File: config.mk
export PLATFORM = sky130hd
export DESIGN_NAME = ram_fifo_ctrl
export DESIGN_NICKNAME = d
export VERILOG_FILES = /design/src/rtl/ram_fifo_pkg.sv /design/src/rtl/ram_fifo_arb.sv /design/src/rtl/ram_fifo_ctrl.sv
export SDC_FILE = /design/constraint.sdc
export NUM_CORES = 1
export LEC_CHECK = 0
export CORE_MARGIN = 1.5
export CORE_UTILIZATION = 40
export CTS_CLUSTER_SIZE = 24
export DETAILED_ROUTE_END_ITERATION = 7
export HOLD_SLACK_MARGIN = 0.1
export PLACE_DENSITY = 0.91
export SLEW_MARGIN = 20
export SYNTH_ARGS = -nofsm -noshare
export SYNTH_HDL_FRONTEND = slang
export SYNTH_HIERARCHICAL = 1
export SYNTH_SLANG_ARGS = --single-unit
File: constraint.sdc
create_clock -name clk -period 4.6 [get_ports clk]
set_input_delay 0.69 -clock clk [delete_from_list [all_inputs] [get_ports clk]]
set_output_delay 0.69 -clock clk [all_outputs]
set_load 0.03 [all_outputs]
File: src/rtl/ram_fifo_pkg.sv
// Shared constants and types for the RAM-backed FIFO controller.
// The design is sized here so that the controller, the arbiter and any
// wrapper around the 8x8 RAM all agree on widths.
package ram_fifo_pkg;

    localparam int DW    = 8;        // data width, must match the RAM
    localparam int AW    = 3;        // address width
    localparam int DEPTH = 2 ** AW;  // FIFO entries

    // Which side wins the next contended cycle.
    localparam logic PRIO_POP  = 1'b0;
    localparam logic PRIO_PUSH = 1'b1;

    typedef logic [AW-1:0] ptr_t;
    typedef logic [AW:0]   cnt_t;
    typedef logic [DW-1:0] data_t;

    // Pointer advance; wraps 7 -> 0 naturally through the AW-bit width.
    function automatic ptr_t ptr_inc(input ptr_t p);
        return p + ptr_t'(1);
    endfunction

endpackage

File: src/rtl/ram_fifo_arb.sv
// Two-requester round-robin arbiter between push and pop.
// The RAM performs one access per clock, so when both sides can proceed
// only one is granted; the priority flips after every contended cycle.
module ram_fifo_arb
    import ram_fifo_pkg::*;
(
    input  logic clk,
    input  logic rst,
    input  logic req_push,
    input  logic req_pop,
    output logic gnt_push,
    output logic gnt_pop
);

    logic prio_q;
    logic prio_d;
    logic contended;

    // Grant logic and next priority; an uncontended request always wins.
    always_comb begin
        // NOTE: every signal gets a default before any branch so no path leaves it unassigned and no latch is inferred.
        prio_d    = prio_q;
        contended = !rst && req_push && req_pop;
        gnt_push  = !rst && req_push && (!req_pop || (prio_q == PRIO_PUSH));
        gnt_pop   = !rst && req_pop  && (!req_push || (prio_q == PRIO_POP));
        if (contended) begin
            prio_d = ~prio_q;
        end
    end

    // Priority flop; pop is favoured first after reset.
    always_ff @(posedge clk) begin
        // NOTE: flops use non-blocking assignments so every flop samples pre-edge values regardless of block order.
        if (rst) begin
            prio_q <= PRIO_POP;
        end else begin
            prio_q <= prio_d;
        end
    end

endmodule

File: src/rtl/ram_fifo_ctrl.sv
// FIFO controller in front of an 8x8 single-port synchronous RAM.
// Holds write/read pointers, occupancy and the read-valid flag, and drives
// the RAM port combinationally so the RAM samples at the same edge that
// advances the pointers. Read data comes straight from the RAM's register.
module ram_fifo_ctrl
    import ram_fifo_pkg::*;
(
    input  logic          clk,
    input  logic          rst,
    input  logic          push,
    input  logic [DW-1:0] push_data,
    output logic          push_ready,
    input  logic          pop,
    output logic          pop_ready,
    output logic [DW-1:0] rd_data,
    output logic          rd_valid,
    output logic          full,
    output logic          empty,
    output logic [AW:0]   count,
    output logic          ram_CS,
    output logic          ram_WE,
    output logic [AW-1:0] ram_addr,
    output logic [DW-1:0] ram_dataIn,
    input  logic [DW-1:0] ram_dataOut
);

    // NOTE: the RAM contents are never cleared; resetting the pointers and count is enough to make the FIFO empty.
    ptr_t wr_ptr_q, wr_ptr_d;
    ptr_t rd_ptr_q, rd_ptr_d;
    cnt_t count_q, count_d;
    logic rd_valid_q, rd_valid_d;

    logic req_push, req_pop;
    logic gnt_push, gnt_pop;
    logic push_acc, pop_acc;

    ram_fifo_arb u_arb (
        .clk      (clk),
        .rst      (rst),
        .req_push (req_push),
        .req_pop  (req_pop),
        .gnt_push (gnt_push),
        .gnt_pop  (gnt_pop)
    );

    // Status, handshakes and RAM port drive from the current requests.
    always_comb begin
        full     = (count_q == cnt_t'(DEPTH));
        empty    = (count_q == '0);
        req_push = push && !full;
        req_pop  = pop && !empty;

        // A side is ready unless it is blocked by reset, by its boundary,
        // or by losing a contended cycle to the other side.
        push_ready = !rst && !full  && !(gnt_pop  && req_push);
        pop_ready  = !rst && !empty && !(gnt_push && req_pop);
        push_acc   = push && push_ready;
        pop_acc    = pop && pop_ready;

        ram_CS     = push_acc || pop_acc;
        ram_WE     = push_acc;
        ram_addr   = push_acc ? wr_ptr_q : rd_ptr_q;
        ram_dataIn = push_data;
    end

    // Next-state for pointers, occupancy and read-valid.
    always_comb begin
        wr_ptr_d   = wr_ptr_q;
        rd_ptr_d   = rd_ptr_q;
        count_d    = count_q;
        rd_valid_d = pop_acc;
        if (push_acc) begin
            wr_ptr_d = ptr_inc(wr_ptr_q);
            count_d  = count_q + cnt_t'(1);
        end else if (pop_acc) begin
            rd_ptr_d = ptr_inc(rd_ptr_q);
            count_d  = count_q - cnt_t'(1);
        end
    end

    // State registers; a reset drops any read still in flight.
    always_ff @(posedge clk) begin
        if (rst) begin
            wr_ptr_q   <= '0;
            rd_ptr_q   <= '0;
            count_q    <= '0;
            rd_valid_q <= 1'b0;
        end else begin
            wr_ptr_q   <= wr_ptr_d;
            rd_ptr_q   <= rd_ptr_d;
            count_q    <= count_d;
            rd_valid_q <= rd_valid_d;
        end
    end

    // Registered outputs and RAM read-data pass-through.
    always_comb begin
        count    = count_q;
        rd_valid = rd_valid_q;
        rd_data  = ram_dataOut;
    end

endmodule

==> impl_metrics.csv, run 1 <==
group,metric,value,unit
power_and_ir_drop,p_clk_frac,0.144,
power_and_ir_drop,swShare,0.440,
cells_and_area,post-route-util,0.492,
placed_design,place_inst,119,
synth,synthesis.nets,117,
outcome,outcome,"complete, no violations",
sta,finalSetupTns,0,ns
global_routing,first_global_vias,623,
placed_design,port_buffers,17,
clock_tree,cts_root_buf,"clkbuf_4",
die,start_util,0.431,
die,die_height,49.2,um
global_routing,grt_pass1_wl,2.73,mm
cells_and_area,n_antenna_cell,0,
min_path,hold_class,"reg -> reg",
sta,max_freq,248,MHz
global_routing,grt_overflow,0,
sta,setup_violations,0,
die,die_area,0.00242,mm^2
synth,syn_inst,92,
synth,syn_avg_cell_area,9.29,um^2
sta,drv_slew,0,
synth,synth-seq-cells,12,
clock_tree,cts_tree,"done",
placed_design,routabilityCongestion,0.737,
critical_path,path_class,"reg -> out",
sta,tightestPinTransition,0.599,ns
synth,synth.distinct_cells,32,
critical_path,cp.arrival,3.33,ns
power_and_ir_drop,sequentialPowerShare,0.291,
critical_path,end_kind,"primary output",
critical_path,cp_max_fo,7,
synth,synth-edff-count,0,
drt,postRouteAntennaNets,0,
synth,yosys_warnings,6,
clock_tree,cts_setup_buffers,0,
clock_tree,ctsHoldBuffers,0,
clock_tree,cts_max_path_buffers,2,
flow_run,maxCapViolations,0,
global_routing,antenna_found_initial,0,
drt,post_drt_wl_per_cell,13.6,um
power_and_ir_drop,peakVddDrop,277,uV
die,core-area,0.00198,mm^2
die,placementRows,16,
sta,hold_violations,0,
power_and_ir_drop,p_int,0.334,mW
clock_tree,htree_levels,1,
power_and_ir_drop,finalPower,0.596,mW
clock_tree,clk_latency,0.28,ns
cells_and_area,final_cells,123,
drt,drt_wl_total,1.67,mm
die,io_pins,50,
sta,fin_skew,0.00303,ns
sta,finalCritPeriodShare,0.875,
clock_tree,cts.sinks,12,
cells_and_area,nets,122,
global_routing,grt_max_degree,21,
cells_and_area,areaGrowthSynthToFinish,14.1,%
drt,drtIter0Drc,13,
synth,synthArstFlopShare,0,
cells_and_area,layout-drive-gt1-share,0.146,
global_routing,grt_usage,0.148,
clock_tree,cts_resized,0,
drt,drc,0,
power_and_ir_drop,switching_power,0.262,mW
die,fp.dieW,49.2,um
critical_path,crit_required,3.91,ns
sta,slew_headroom,0.598,
placed_design,post-dp-hpwl,1.24,mm
synth,synth_ff_type,"dfxtp_1",
cells_and_area,n_fill_cell,180,
power_and_ir_drop,p_leak,0.391,nW
drt,vias,661,
power_and_ir_drop,pwr-share-comb,0.565,
clock_tree,cts_inserted_buffers,3,
clock_tree,clkTransAtPathRegs,0.08,ns
power_and_ir_drop,powerDensity,612,mW/mm^2
synth,yosysSeqAreaShare,0.281,
sta,rsz0062_at_grt,"no",
critical_path,start_kind,"flop",
drt,first_pass_iters,4,
sta,period_minus_slack,4.02,ns
synth,syn_area,855,um^2
drt,via_per_inst,5.37,
[critical path: stages (launching register included)]
cell	delay [ns]
dfxtp_1	0.41
o41ai_2	0.64
inv_1	0.15
inv_1	0.10
a211oi_1	0.07
nand2b_1	0.20
nor3_1	0.48
mux2_2	0.41
clkdlybuf4s50_1	0.59
[worst paths after layout]
path                               endpoint  cells past startpoint        start  slack (ns)
worst max-delay path            ram_addr[2]                      8     count[0]        0.58
worst max register to register     count[3]                     12     count[0]        1.07
worst min-delay path            rd_ptr_q[1]                      2  rd_ptr_q[1]        0.53
worst min register to register  rd_ptr_q[1]                      2  rd_ptr_q[1]        0.53
[final cells by class]
type                       count  area (um^2)  area share
clock buffer                   4         36.3      0.0372
multi-input combinational     57          468       0.480
sequential                    12          240       0.246
timing repair buffer          18          178       0.182
inverter                       5         18.8      0.0193
tap                           27         33.8      0.0347
[registers in the layout, indices dropped and copies added, names as in the netlist]
| name | cells |
|---|---|
| count | 4 |
| rd_valid | 1 |
| wr_ptr_q | 3 |
| u_arb/prio_q | 1 |
| rd_ptr_q | 3 |
[power groups by stage]
stage                     Combinational, mW  Sequential [mW]  Clock [mW]
after floorplan                       0.234            0.197           0
after CTS                             0.338            0.175      0.0877
after detailed placement              0.337            0.177           0
after global placement                0.327            0.173           0
final                                 0.337            0.174      0.0858
after global routing                  0.366            0.180      0.0936
[per-layer routing]
| layer | vias to the layer above | share of wire | global-route usage |
|---|---|---|---|
| li1 | 317 | - | - |
| met1 | 298 | 0.44 | 0.164 |
| met2 | 34 | 0.45 | 0.232 |
| met3 | 12 | 0.081 | 0.0675 |
| met4 | 0 | 0.023 | 0.0810 |
| met5 | - | 0 | 0 |
[cells in the final DEF (no fill, tap or decap), types with 2 or more instances in the layout]
cell type        instances
clkdlybuf4s50_1         17
dfxtp_1                 12
nor2_1                  10
inv_1                    5
a211oi_1                 5
xnor2_1                  4
mux2i_1                  4
ha_1                     4
nand2b_1                 3
mux2_2                   3
clkbuf_4                 3
nor3_1                   2
nor2b_1                  2
a21oi_1                  2
[cell usage after synthesis (2+ instances only)]
master	instances	share of area
a211oi_1	5	0.044
a21oi_1	2	0.012
buf_4	16	0.14
clkbuf_1	2	0.0088
dfxtp_1	12	0.28
ha_1	4	0.059
inv_1	5	0.022
mux2_2	3	0.040
mux2i_1	4	0.047
nand2b_1	3	0.022
nor2_1	10	0.044
nor2b_1	2	0.015
nor3_1	2	0.012
xnor2_1	4	0.041
[through the flow]
| stage | cell area (um^2) | hold slack, ns | setup slack [ns] |
|---|---|---|---|
| CTS | 975 | 0.536 | 0.552 |
| floorplan | 855 | 0.474 | 0.746 |
| detailed placement | 938 | 0.513 | 0.651 |
| global placement | 938 | 0.502 | 0.731 |
| finish | 975 | 0.530 | 0.576 |
| global route | 975 | 0.571 | 0.309 |
[kinds of logic after synthesis]
| kind of cell | after synthesis | share of synthesized area |
|---|---|---|
| multiplexers | 7 | 0.0864 |
| AO/OA/AOI/OAI | 17 | 0.180 |
| buffers and inverters | 23 | 0.171 |
| AND/OR/NAND/NOR | 23 | 0.148 |
| adder cells (fa/ha/maj) | 5 | 0.0820 |
| XOR/XNOR | 5 | 0.0512 |
| flip-flops | 12 | 0.281 |
Note: power is estimated with default switching activity, not from simulation.
==> run 2, diff against run 1 <==
--- a/config.mk
+++ b/config.mk
@@ -5,12 +5,13 @@
 export SDC_FILE = /design/constraint.sdc
 export NUM_CORES = 1
 export LEC_CHECK = 0
+export ABC_AREA = 1
 export CORE_MARGIN = 1.5
 export CORE_UTILIZATION = 40
 export CTS_CLUSTER_SIZE = 24
 export DETAILED_ROUTE_END_ITERATION = 7
 export HOLD_SLACK_MARGIN = 0.1
-export PLACE_DENSITY = 0.91
+export PLACE_DENSITY = 0.9
 export SLEW_MARGIN = 20
 export SYNTH_ARGS = -nofsm -noshare
 export SYNTH_HDL_FRONTEND = slang
==> constraint.sdc (replaced) <==
create_clock -name clk -period 4.6 [get_ports clk]
set_input_delay 0.69 -clock clk [delete_from_list [all_inputs] [get_ports clk]]
set_output_delay 0.69 -clock clk [all_outputs]
set_load 0.02 [all_outputs]
==> run 2 against run 1 <==
Register-to-register slack gained 1.0 ns. Final area grew 1.4%. Sequential share of layout area shrank 0.34 points. Critical path type is now in -> out. Clock power shrank 2.6%. Critical endpoint unchanged. Highest routed layer unchanged. Non-clock buffer count shrank 1. Combinational power shrank 27%. Critical path depth grew 2.
==> impl_metrics.csv, run 2 <==
group,metric,value,unit
power_and_ir_drop,pwr-share-comb,0.520,
die,die_height,50.0,um
drt,via_per_inst,4.80,
placed_design,dp_slack,0.965,ns
clock_tree,clk_latency,0.27,ns
drt,drtIter0Drc,15,
synth,synth-seq-cells,12,
cells_and_area,post-route-util,0.489,
sta,setup_violations,0,
outcome,outcome,"complete, no violations",
critical_path,start_kind,"primary input",
synth,yosys_warnings,6,
sta,rsz0062_at_grt,"no",
cells_and_area,final_cells,148,
clock_tree,cts.sinks,12,
critical_path,crit_required,3.91,ns
die,core-area,0.00202,mm^2
critical_path,end_kind,"primary output",
power_and_ir_drop,swShare,0.416,
min_path,hold_class,"reg -> reg",
power_and_ir_drop,peakVddDrop,266,uV
die,io_pins,50,
sta,fin_ws,0.956,ns
power_and_ir_drop,switching_power,0.195,mW
placed_design,post-dp-hpwl,1.24,mm
sta,finalCritPeriodShare,0.792,
cells_and_area,final_cell_mix,"clkdlybuf4s50_1 (17), nand2_1 (14), inv_1 (13)",
synth,synth-edff-count,0,
drt,post_drt_wl_per_cell,10.6,um
sta,holdWs,0.479,ns
sta,max_freq,274,MHz
cells_and_area,layout-drive-gt1-share,0.198,
cells_and_area,n_antenna_cell,0,
synth,synth.distinct_cells,27,
power_and_ir_drop,powerDensity,476,mW/mm^2
clock_tree,cts_max_path_buffers,2,
power_and_ir_drop,p_int,0.275,mW
sta,fin_skew,0.00470,ns
sta,finalSetupTns,0,ns
synth,synth_top_cell_by_area,"dfxtp_1",
sta,hold_violations,0,
clock_tree,cts_resized,0,
sta,period_minus_slack,3.64,ns
drt,first_pass_iters,4,
synth,synth.area.top_cells,"dfxtp_1 (27%), buf_4 (14%), nand2_1 (5.9%)",
placed_design,port_buffers,17,
clock_tree,htree_levels,1,
synth,syn_area,883,um^2
critical_path,cp_max_fo,18,
global_routing,grt_overflow,0,
drt,postRouteAntennaNets,0,
global_routing,first_global_vias,654,
drt,drt_wl_total,1.57,mm
cells_and_area,n_fill_cell,201,
cells_and_area,areaGrowthSynthToFinish,11.9,%
cells_and_area,largest_reg_flops,4,
clock_tree,cts_root_buf,"clkbuf_4",
global_routing,grt_pass1_wl,2.74,mm
cells_and_area,layout_commonest_cell,"clkdlybuf4s50_1",
flow_run,maxCapViolations,0,
clock_tree,clkTransAtPathRegs,0.08,ns
global_routing,grt_usage,0.140,
clock_tree,cts_setup_buffers,0,
synth,synthesis.nets,142,
clock_tree,ctsHoldBuffers,0,
synth,syn_inst,117,
synth,syn_avg_cell_area,7.55,um^2
die,fp.dieW,50.0,um
power_and_ir_drop,finalPower,0.470,mW
sta,drv_slew,0,
synth,yosysSeqAreaShare,0.272,
synth,yosysMostFrequentCell,"buf_4",
die,start_util,0.437,
power_and_ir_drop,sequentialPowerShare,0.302,
power_and_ir_drop,p_leak,0.448,nW
synth,synth_ff_type,"dfxtp_1",
clock_tree,cts_inserted_buffers,3,
cells_and_area,fin_area,988,um^2
global_routing,grt_max_degree,19,
cells_and_area,nets,147,
drt,drc,0,
drt,vias,711,
placed_design,routabilityCongestion,0.797,
die,die_area,0.00250,mm^2
sta,slew_headroom,0.766,
placed_design,dpl_cell_area,952,um^2
sta,tightestPinTransition,0.350,ns
critical_path,path_class,"in -> out",
global_routing,antenna_found_initial,0,
synth,ys_top_cells_by_count,"buf_4 (16), nand2_1 (14), inv_1 (13)",
critical_path,cp.arrival,2.95,ns
clock_tree,cts_tree,"done",
synth,synthArstFlopShare,0,
power_and_ir_drop,p_clk_frac,0.178,
synth,synth_top_area_frac,0.272,
placed_design,place_inst,144,
die,placementRows,16,
## run 2: cell types whose count changed after synthesis, moves of 4 or more
| cell | previous run | this run |
|---|---|---|
| a21oi_1 | 2 | 10 |
| nand2_2 | 0 | 7 |
| inv_1 | 5 | 13 |
| a211oi_1 | 5 | 1 |
| mux2i_1 | 4 | 0 |
| nand2_1 | 0 | 14 |
| o21ai_0 | 0 | 6 |
## run 2: path summary, 6_finish.rpt
path	startpoint	to	slack [ns]	cells after the start
hold reg to reg	wr_ptr_q[1]	wr_ptr_q[1]	0.48	2
hold / removal	wr_ptr_q[1]	wr_ptr_q[1]	0.48	2
setup / recovery	push	ram_addr[2]	0.96	10
setup reg to reg	count[0]	count[3]	2.08	13
## run 2: cell type report
cell class,instances,area (um^2),share of cell area
clock buffer,4,36.3,0.0367
tap,27,33.8,0.0342
sequential,12,240,0.243
timing repair buffer,17,170,0.172
multi-input combinational,72,448,0.453
inverter,16,60.1,0.0608
## run 2: kinds of logic after synthesis
family | count (synthesis) | synth area share
XOR/XNOR | 2 | 0.0198
buffers and inverters | 33 | 0.221
adder cells (fa/ha/maj) | 5 | 0.0793
flip-flops | 12 | 0.272
AO/OA/AOI/OAI | 21 | 0.133
AND/OR/NAND/NOR | 44 | 0.275
## run 2: power groups by stage
stage                     logic [mW]  clock network, mW  registers, mW
after global routing           0.272             0.0920          0.146
after floorplan                0.171                  0          0.156
after detailed placement       0.246                  0          0.144
final                          0.245             0.0836          0.142
after global placement         0.239                  0          0.143
after CTS                      0.247             0.0865          0.142
## run 2: per-layer routing
layer / global-route usage / part of all wire / vias to the layer above
met5: 0 / 0 / -
met4: 0.0556 / 0.0077 / 0
met1: 0.150 / 0.42 / 317
li1: - / - / 366
met2: 0.237 / 0.48 / 24
met3: 0.0636 / 0.088 / 4
## run 2: worst max-delay path, cell delays in order
cell and delay (ns):
clkdlybuf4s50_1 0.56, inv_1 0.06, nor2_1 0.16, a211oi_1 0.11, a21oi_2 0.22, nand3_4 0.24
inv_1 0.19, nand2_1 0.07, nand2_1 0.06, clkdlybuf4s50_1 0.59
==> run 3, diff against run 2 <==
--- a/config.mk
+++ b/config.mk
@@ -7,11 +7,11 @@
 export LEC_CHECK = 0
 export ABC_AREA = 1
 export CORE_MARGIN = 1.5
-export CORE_UTILIZATION = 40
+export CORE_UTILIZATION = 34
 export CTS_CLUSTER_SIZE = 24
 export DETAILED_ROUTE_END_ITERATION = 7
 export HOLD_SLACK_MARGIN = 0.1
-export PLACE_DENSITY = 0.9
+export PLACE_DENSITY = 0.82
 export SLEW_MARGIN = 20
 export SYNTH_ARGS = -nofsm -noshare
 export SYNTH_HDL_FRONTEND = slang
==> constraint.sdc (replaced) <==
create_clock -name clk -period 3.1 [get_ports clk]
set_input_delay 0.465 -clock clk [delete_from_list [all_inputs] [get_ports clk]]
set_output_delay 0.465 -clock clk [all_outputs]
set_load 0.02 [all_outputs]
==> run 3 against run 2 <==
Sequential power increased by 51%. Clock skew down 0.0024 ns. Clock power increased by 51%. Via count unchanged. Worst hold slack worse by 0.0064 ns. Sequential share of layout area fell by 0.62 points. Global-route usage down 0.94 points. Final cell count rose by 4.1%. Critical endpoint is now ram_CS.
==> impl_metrics.csv, run 3 (same netlist as run 2, synthesis figures left out) <==
group,metric,value,unit
outcome,outcome,"complete, no violations",
global_routing,grt_usage,0.131,
placed_design,dp_slack,0.0662,ns
critical_path,reg2reg_from,"count[3]",
power_and_ir_drop,p_leak,0.514,nW
critical_path,reg2reg_depth,14,
drt,post_drt_wl_per_cell,10.7,um
clock_tree,cts_root_buf,"clkbuf_4",
critical_path,critPathMaxStageDelay,0.55,ns
flow_run,maxCapViolations,0,
clock_tree,cts_tree,"done",
sta,slew_headroom,0.812,
drt,wl_met2,836,um
drt,first_pass_iters,4,
critical_path,crit_chain,"clkdlybuf4s50_1 > nand2_2 > inv_1 > inv_1 > a211oi_1 > a21oi_2 > nand3_4 > nand2_2 > clkdlybuf4s50_1",
critical_path,cp.arrival,2.44,ns
die,die_height,54.0,um
sta,hold_violations,0,
placed_design,place_inst,150,
die,io_pins,50,
clock_tree,cts_resized,0,
power_and_ir_drop,swShare,0.417,
placed_design,port_buffers,17,
clock_tree,cts_setup_buffers,0,
placed_design,post-dp-hpwl,1.32,mm
critical_path,r2r_slack,0.73,ns
power_and_ir_drop,peakVddDrop,432,uV
cells_and_area,areaGrowthSynthToFinish,16.0,%
power_and_ir_drop,powerDensity,692,mW/mm^2
clock_tree,ctsHoldBuffers,0,
sta,tightestPinTransition,0.280,ns
critical_path,path_class,"in -> out",
global_routing,grt_pass1_wl,2.76,mm
cells_and_area,final_cells,154,
power_and_ir_drop,p_int,0.413,mW
sta,fin_skew,0.00225,ns
clock_tree,htree_levels,1,
drt,postRouteAntennaNets,0,
min_path,hold_class,"reg -> reg",
sta,fin_ws,0.197,ns
die,core-area,0.00248,mm^2
die,placementRows,18,
placed_design,routabilityCongestion,0.716,
power_and_ir_drop,switching_power,0.295,mW
global_routing,antenna_found_initial,0,
sta,finalCritPeriodShare,0.936,
cells_and_area,n_fill_cell,264,
clock_tree,cts.sinks,12,
drt,via_per_inst,4.62,
sta,max_freq,345,MHz
clock_tree,cts_max_path_buffers,2,
sta,setup_violations,0,
die,die_area,0.00291,mm^2
clock_tree,clk_latency,0.27,ns
cells_and_area,layout-drive-gt1-share,0.234,
global_routing,grt_overflow,0,
drt,drt_wl_total,1.65,mm
die,start_util,0.357,
power_and_ir_drop,finalPower,0.709,mW
critical_path,r2r_end,"count[3]",
critical_path,start_kind,"primary input",
clock_tree,cts_inserted_buffers,3,
critical_path,crit_required,2.63,ns
sta,holdWs,0.473,ns
global_routing,grt_max_degree,15,
drt,drc,0,
sta,drv_slew,0,
cells_and_area,largest_reg_flops,4,
die,fp.dieW,54.0,um
power_and_ir_drop,sequentialPowerShare,0.302,
clock_tree,clkTransAtPathRegs,0.08,ns
sta,finalSetupTns,0,ns
power_and_ir_drop,p_clk_frac,0.178,
sta,period_minus_slack,2.90,ns
global_routing,first_global_vias,666,
cells_and_area,n_antenna_cell,0,
drt,top_layer,"met4",
min_path,hold_depth,2,
power_and_ir_drop,pwr-share-comb,0.520,
drt,vias,711,
drt,wl_met1,669,um
drt,drtIter0Drc,8,
min_path,holdPathEnd,"wr_ptr_q[1]",
drt,wl_met3,128,um
critical_path,cp_slowest_cell,"clkdlybuf4s50_1",
critical_path,end_kind,"primary output",
sta,rsz0062_at_grt,"no",
cells_and_area,nets,150,
critical_path,cp_max_fo,14,
cells_and_area,final_cell_mix,"nand2_1 (14), clkdlybuf4s50_1 (14), inv_1 (13)",
min_path,hold_start,"wr_ptr_q[1]",
-- run 3: worst max-delay path, delay by kind of cell --
kind,cells,cell delay (ns)
buf+inv,4,1.22
simple gates,3,0.37
compound gates,2,0.37
-- run 3: worst max path at each step --
stage,depth (start not counted),slack [ns],end,start
after detailed placement,10,0.07,ram_addr[0],pop
after global routing,9,0.06,ram_CS,pop
final,9,0.20,ram_CS,pop
after CTS,10,0.06,ram_addr[0],pop
after global placement,10,0.13,ram_addr[0],pop
after floorplan,9,0.54,ram_addr[1],count[0]
-- run 3: area by class of cell --
class                           instances  area (um^2)  area share
Multi-Input combinational cell         72          448       0.437
Clock buffer                            4         36.3      0.0354
Tap cell                               30         37.5      0.0366
Inverter                               16         60.1      0.0586
Timing Repair Buffer                   20          200       0.195
Sequential cell                        12          243       0.237
-- run 3: metrics by stage --
stage / utilization / cell area [um^2]
floorplan: - / 883
global placement: 0.395 / 978
detailed placement: 0.395 / 978
CTS: 0.410 / 1010
global route: 0.414 / 1020
finish: 0.414 / 1020
-- run 3: layer usage --
| layer | global-route usage | vias up |
|---|---|---|
| met4 | 0.0250 | 0 |
| met2 | 0.230 | 23 |
| met1 | 0.139 | 311 |
| li1 | - | 373 |
| met3 | 0.0694 | 4 |
| met5 | 0 | - |
-- run 3: power groups by stage --
stage / combinational, mW / sequential [mW] / clock [mW]
after CTS: 0.372 / 0.213 / 0.131
after floorplan: 0.254 / 0.232 / 0
final: 0.368 / 0.214 / 0.126
after global routing: 0.408 / 0.220 / 0.141
after global placement: 0.360 / 0.214 / 0
after detailed placement: 0.370 / 0.216 / 0
